$ cat src/rtl/logic_unit_pkg.sv
// Shared definitions for the pipelined bitwise logic unit.
package logic_unit_pkg;

  localparam int OP_W          = 3;
  localparam int DEFAULT_WIDTH = 16;

  typedef enum logic [OP_W-1:0] {
    OP_NOT   = 3'd0,
    OP_AND   = 3'd1,
    OP_OR    = 3'd2,
    OP_XOR   = 3'd3,
    OP_NAND  = 3'd4,
    OP_NOR   = 3'd5,
    OP_ORRED = 3'd6,
    OP_PASS  = 3'd7
  } op_t;

endpackage

$ cat src/rtl/logic_unit_comb.sv
// Purely combinational op decode, per-bit evaluation and result flags.
module logic_unit_comb
  import logic_unit_pkg::*;
#(
  parameter int WIDTH = DEFAULT_WIDTH
) (
  input  op_t              i_op,
  input  logic [WIDTH-1:0] i_a,
  input  logic [WIDTH-1:0] i_b,
  output logic [WIDTH-1:0] o_result,
  output logic             o_zero,
  output logic             o_neg
);

  logic w_orred;

  assign w_orred = |i_a;

  for (genvar gi = 0; gi < WIDTH; gi++) begin : g_bit
    logic w_bit;

    // Evaluate the selected operation for this bit position
    always_comb begin
      w_bit = 1'b0;
      case (i_op)
        OP_NOT:   w_bit = ~i_a[gi];
        OP_AND:   w_bit = i_a[gi] & i_b[gi];
        OP_OR:    w_bit = i_a[gi] | i_b[gi];
        OP_XOR:   w_bit = i_a[gi] ^ i_b[gi];
        OP_NAND:  w_bit = ~(i_a[gi] & i_b[gi]);
        OP_NOR:   w_bit = ~(i_a[gi] | i_b[gi]);
        OP_ORRED: w_bit = (gi == 0) ? w_orred : 1'b0;
        OP_PASS:  w_bit = i_a[gi];
        default:  w_bit = 1'b0;
      endcase
    end

    assign o_result[gi] = w_bit;
  end

  assign o_zero = ~|o_result;
  assign o_neg  = o_result[WIDTH-1];

endmodule

$ cat src/rtl/logic_unit_pipe.sv
// Two-stage valid/ready pipelined bitwise logic unit.
// S1 captures operands, S2 holds the evaluated result and flags.
module logic_unit_pipe
  import logic_unit_pkg::*;
#(
  parameter int WIDTH = DEFAULT_WIDTH
) (
  input  logic             clk,
  input  logic             rst_n,
  input  logic             in_valid,
  output logic             in_ready,
  input  logic [OP_W-1:0]  op,
  input  logic [WIDTH-1:0] a,
  input  logic [WIDTH-1:0] b,
  output logic             out_valid,
  input  logic             out_ready,
  output logic [WIDTH-1:0] result,
  output logic             zero,
  output logic             neg
);

  logic             r_s1_valid;
  op_t              r_s1_op;
  logic [WIDTH-1:0] r_s1_a;
  logic [WIDTH-1:0] r_s1_b;

  logic             r_s2_valid;
  logic [WIDTH-1:0] r_result;
  logic             r_zero;
  logic             r_neg;

  logic             w_s2_load;
  logic             w_in_fire;
  logic [WIDTH-1:0] w_result;
  logic             w_zero;
  logic             w_neg;

  // S2 can take a new entry when empty or when its entry is leaving
  assign w_s2_load = !r_s2_valid || out_ready;
  assign in_ready  = !r_s1_valid || w_s2_load;
  assign w_in_fire = in_valid && in_ready;

  logic_unit_comb #(
    .WIDTH (WIDTH)
  ) u_comb (
    .i_op     (r_s1_op),
    .i_a      (r_s1_a),
    .i_b      (r_s1_b),
    .o_result (w_result),
    .o_zero   (w_zero),
    .o_neg    (w_neg)
  );

  // Stage 1: capture op and operands on input transfer
  always_ff @(posedge clk or negedge rst_n) begin
    if (!rst_n) begin
      r_s1_valid <= 1'b0;
      r_s1_op    <= OP_NOT;
      r_s1_a     <= '0;
      r_s1_b     <= '0;
    end else begin
      if (in_ready) begin
        r_s1_valid <= in_valid;
      end
      if (w_in_fire) begin
        r_s1_op <= op_t'(op);
        r_s1_a  <= a;
        r_s1_b  <= b;
      end
    end
  end

  // Stage 2: register the evaluated result and flags when S2 may load
  always_ff @(posedge clk or negedge rst_n) begin
    if (!rst_n) begin
      r_s2_valid <= 1'b0;
      r_result   <= '0;
      r_zero     <= 1'b0;
      r_neg      <= 1'b0;
    end else if (w_s2_load) begin
      r_s2_valid <= r_s1_valid;
      if (r_s1_valid) begin
        r_result <= w_result;
        r_zero   <= w_zero;
        r_neg    <= w_neg;
      end
    end
  end

  assign out_valid = r_s2_valid;
  assign result    = r_result;
  assign neg       = r_neg;
  // Flag only meaningful with a valid result; drained S2 keeps stale data
  assign zero      = r_zero && r_s2_valid;

endmodule

$ cat config.mk
export PLATFORM = sky130hd
export DESIGN_NAME = logic_unit_pipe
export DESIGN_NICKNAME = d
export VERILOG_FILES = /design/src/rtl/logic_unit_pkg.sv /design/src/rtl/logic_unit_comb.sv /design/src/rtl/logic_unit_pipe.sv
export SDC_FILE = /design/constraint.sdc
export NUM_CORES = 1
export LEC_CHECK = 0
export ABC_AREA = 1
export CAP_MARGIN = 40
export CORE_MARGIN = 2
export CORE_UTILIZATION = 55
export CTS_CLUSTER_DIAMETER = 200
export DETAILED_ROUTE_END_ITERATION = 16
export PLACE_DENSITY_LB_ADDON = 0.3
export SYNTH_ARGS = -nofsm -noshare
export SYNTH_HDL_FRONTEND = slang
export SYNTH_SLANG_ARGS = --single-unit
export TNS_END_PERCENT = 100
$ cat constraint.sdc
create_clock -name clk -period 2.8 [get_ports clk]
set_input_delay 0.56 -clock clk [delete_from_list [all_inputs] [get_ports clk]]
set_output_delay 0.56 -clock clk [all_outputs]
set_load 0.02 [all_outputs]
==> Yosys cells after proc, flatten, opt, wreduce, memory -nomap -nowiden <==
Index checks and enable logic that the tools add are counted.
{ "totals": {"register_bits": 55, "in_bits": 39, "output_inout_bits": 20} }
{ "op_classes": {"n_eq_ne": 7, "mux": 16, "bitwise_logic": 96, "reduce_logical": 11} }
{ "op_table": {"columns": ["op", "count"], "rows": [
  ["1-bit one-hot mux with 8 select lines", 16],
  ["1-bit NOT", 48],
  ["16-bit OR reduction", 2],
  ["1-bit AND", 16],
  ["1-bit bitwise OR", 16],
  ["1-bit bitwise XOR", 16],
  ["3-bit == test, second input constant", 4],
  ["3-bit by 2-bit == test with 1-bit output, second input constant", 2],
  ["3-bit by 1-bit == test with 1-bit output, second input constant", 1],
  ["1-bit zero test", 3],
  ["3-bit zero test", 1],
  ["1-bit logical AND", 2],
  ["1-bit logical OR", 2],
  ["2-bit AND reduction", 1]
]} }

==> Logic depth before layout (Yosys ltp) <==
{ "logic_depth": {"depth_word": 5, "ltp_mapped": 12} }

==> Hierarchy <==
From an unflattened synthesis, not the netlist that was laid out.
{ "hier_totals": {"cells_unflattened": 608, "hier_area_um2": 4215.3} }
{ "modules_own_cells": {"columns": ["mod", "n_inst", "cells_each", "area_each_um2"], "rows": [
  ["logic_unit_pipe", 1, 239, 2209.6],
  ["logic_unit_comb", 1, 369, 2005.7]
]} }

==> Least setup slack after synthesis <==
OpenSTA, ideal clock, no wires.
{ "synth_path": {"path_type": "input to register", "startpoint": "input port out_ready", "endpoint": "register r_s1_b[1]", "setup_ps": 124, "arrival_time_ps": 1542, "slack_ps": 1135, "path_stages": 6, "n_path_buf": 2, "path_cell_list": "inv_1 > nand3_1 > nand2_1 > buf_2 > buf_2 > a21oi_1"} }
{ "synth_between": {"elab_chain_cells": 3} }
{ "synth_rtl": {"columns": ["item", "line", "source"], "rows": [
  ["start: declaration", "logic_unit_pipe.sv:16", "input logic out_ready,"],
  ["1-bit logical OR", "logic_unit_pipe.sv:39", "assign w_s2_load = !r_s2_valid || out_ready;"],
  ["1-bit logical OR", "logic_unit_pipe.sv:40", "assign in_ready = !r_s1_valid || w_s2_load;"],
  ["via in_ready", "logic_unit_pipe.sv:11", "output logic in_ready,"],
  ["1-bit logical AND", "logic_unit_pipe.sv:41", "assign w_in_fire = in_valid && in_ready;"],
  ["end signal: assignment", "logic_unit_pipe.sv:60", "r_s1_b <= '0;"],
  ["end signal: assignment", "logic_unit_pipe.sv:68", "r_s1_b <= b;"],
  ["end: declaration", "logic_unit_pipe.sv:25", "logic [WIDTH-1:0] r_s1_b;"]
]} }
The timed path passes the listed nets, and every way through them passes these cells.
A chain may end at the register's enable or synchronous reset.

==> Worst setup path after layout <==
{ "layout_path": {"startpoint": "input port out_ready", "endpoint": "output port in_ready"} }
{ "layout_between": {"elab_chain_cells": 2} }
{ "layout_rtl": {"columns": ["item", "line"], "rows": [
  ["1-bit logical OR", "logic_unit_pipe.sv:39"],
  ["1-bit logical OR", "logic_unit_pipe.sv:40"],
  ["end: declaration", "logic_unit_pipe.sv:11"]
]} }
No other way between the ends.

==> impl_metrics.csv <==
group,metric,value,unit
outcome,status,"complete, no violations",
floorplan,io_pins,59,
worst_setup_path,required,2.24,ns
placed_design,dp_hpwl,6.32,mm
sta,slew_violations,0,
drt,via_per_inst,5.52,
sta,timing.final.crit_share,85.2,%
yosys,synth_top_area_share,36.8,%
yosys,syn-instance-count,527,
placed_design,place_ws,0.420,ns
yosys,yosys-top-cells-area,"dfrtp_1 (37%), ha_1 (11%), nor2_1 (11%)",
cells_and_area,syn_to_final_growth,20.8,%
drt,drc,0,
sta,rsz0062_at_grt,"false",
floorplan,dieWidth,85.7,µm
clock_network,cts-resized-gates,0,
global_routing,grt_usage,25.3,%
drt,wl_per_cell,13.5,µm
placed_design,dp.cells,645,
sta,max_freq,0.419,GHz
yosys,synth-adder-area-share,10.9,%
clock_network,htree_levels,2,
worst_setup_path,cp_max_fo,3,
cells_and_area,antenna_cells,0,
drt,routed_wirelength,8.84,mm
global_routing,first_global_vias,3242,
worst_setup_path,rr_endpoint,"r_zero$_DFFE_PN0P_",
floorplan,fp.dieArea,0.00735,mm²
floorplan,core,0.00639,mm²
job,maxCapViolations,0,
placed_design,gp_congestion,0.878,
clock_network,cts_setup_buffers,0,
clock_network,cts.path.max_buffers,2,
min_path,hp-class,"input pin to async pin",
yosys,synth-compound-area-share,7.84,%
clock_network,cts_tree,"built",
cells_and_area,stdcell_count,653,
worst_setup_path,crit_type,"input pin to primary output",
pwr,peakVddDrop,467,µV
sta,timing.hold.ws,0.234,ns
floorplan,num_rows,29,
clock_network,cts_buffers,5,
yosys,synth_edf_count,0,
global_routing,grt_pass1_wl,15.0,mm
clock_network,clock_sinks,54,
worst_setup_path,critPathCaptureType,"primary output",
clock_network,clk_pin_slew,0.09,ns
yosys,ys_ff_latch,54,
yosys,synth_nets,598,
sta,skew,0.00794,ns
placed_design,port_buffers,58,
clock_network,clk-insertion-delay-late,0.31,ns
sta,tightest_slew,0.588,ns
clock_network,cts_hold_buffers,0,
clock_network,root_buffer,"clkbuf_8",
sta,finalSetupTns,0,ns
pwr,totalPowerFinal,0.00293,W
pwr,power_density,660,mW/mm²
pwr,total_leakage_power,2.27,nW
yosys,yosys_warnings,0,
yosys,yosysUniqueCellTypes,22,
global_routing,antenna_found_initial,0,
yosys,synth-simple-area-share,33.5,%
drt,firstDrtPassIters,5,
yosys,synthesis.area,0.00367,mm²
yosys,synth_top_cell_by_area,"dfrtp_1",
global_routing,grt_max_degree,31,
worst_setup_path,reg2reg_from,"r_s1_op[2]$_DFFE_PN0P_",
drt,ant_nets,0,
drt,drtIter0Drc,392,
drt,vias,3607,
worst_setup_path,r2r_slack,0.64,ns
yosys,synthFlopType,"dfrtp_1",
global_routing,grt-ovfl-total,0,
worst_setup_path,startpoint_type,"input pin",
sta,slew_headroom,60.7,%
yosys,async_flop_share,100,%
sta,fin_ws,0.416,ns
yosys,synthTopCellsByCount,"nor2_1 (104), nand2_1 (103), inv_1 (64)",
cells_and_area,fin_nets,646,
floorplan,start_util,57.5,%
yosys,synth.mux.area_fraction,0.307,%
worst_setup_path,critPathArrivalTime,1.82,ns
yosys,synth_top_family_by_area,"simple AND/OR/NAND/NOR gates",
sta,hold_viol,0,
yosys,synth_xor_area_share,0,%
sta,period_minus_slack,2.38,ns
yosys,syn_avg_cell_area,6.97,µm²
worst_setup_path,r2r_cells,10,
yosys,ys_seq_area_share,36.8,%
yosys,synth.most_common_cell,"nor2_1",
sta,setup_viol,0,
floorplan,die_y,85.7,µm
cells_and_area,drive_above_1_share,5.03,%
## worst max-delay path by stage
stage / start / end / cells past startpoint
2_1_floorplan: out_ready / r_s1_b[1]$_DFFE_PN0P_ / 6
3_5_place_dp: out_ready / in_ready / 4
6_report: out_ready / in_ready / 4
5_1_grt: out_ready / in_ready / 4
4_1_cts: out_ready / in_ready / 4
3_3_place_gp: out_ready / in_ready / 4
## cells in the final DEF, fill, tap and decap left out, types with 5 or more instances in the layout
master and count:
a21oi_1 36, clkbuf_8 5, o21ai_0 20, buf_4 12, nand4_1 29, dfrtp_1 54, inv_1 64, nand2_1 102
ha_1 32, nor2_1 104, clkdlybuf4s50_1 57, nand3_1 40
## flip-flops by register name, summed over array words and instances, names as in the netlist
signal,count
r_s1_a,16
r_s1_b,16
result,16
r_s1_op,3
out_valid,1
r_s1_valid,1
r_zero,1
## per-layer routing
layer,wire length [µm],GRT usage [%],share of wire (%)
met4,119,7.65,1.3
met1,4010,36.2,45
met5,0,0,0
met2,4040,40.1,46
met3,665,3.66,7.5
## power by group
| group | total (W) | internal (W) | switching (W) |
|---|---|---|---|
| Combinational | 0.00123 | 0.000492 | 0.000734 |
| Sequential | 0.00108 | 0.000950 | 0.000127 |
| Clock | 0.000626 | 0.000358 | 0.000268 |
| Total | 0.00293 | 0.00180 | 0.00113 |
## critical path: stages
cell             delay, ns
clkdlybuf4s50_1       0.45
inv_1                 0.06
nand3_1               0.13
clkdlybuf4s50_1       0.62
## layout make-up
cell class / count / area, µm²
timing repair buffer: 70 / 666
clock buffer: 5 / 68.8
multi-input combinational: 377 / 1930
sequential: 54 / 1350
inverter: 67 / 251
tap: 77 / 96.3
clock inverter: 3 / 68.8
fill: 540 / 1950
## cell families after synthesis
family,after synthesis
mux,1
buf+inv,96
simple gates,287
compound gates,57
flops,54
fa+ha+maj,32
## stage by stage
| stage | util (%) | instance area, µm² |
|---|---|---|
| floorplan | - | 3670 |
| global placement | 67.3 | 4300 |
| detailed placement | 67.3 | 4300 |
| CTS | 69.5 | 4440 |
| global route | 69.5 | 4440 |
| finish | 69.5 | 4440 |
(Power assumes the default switching activity.)
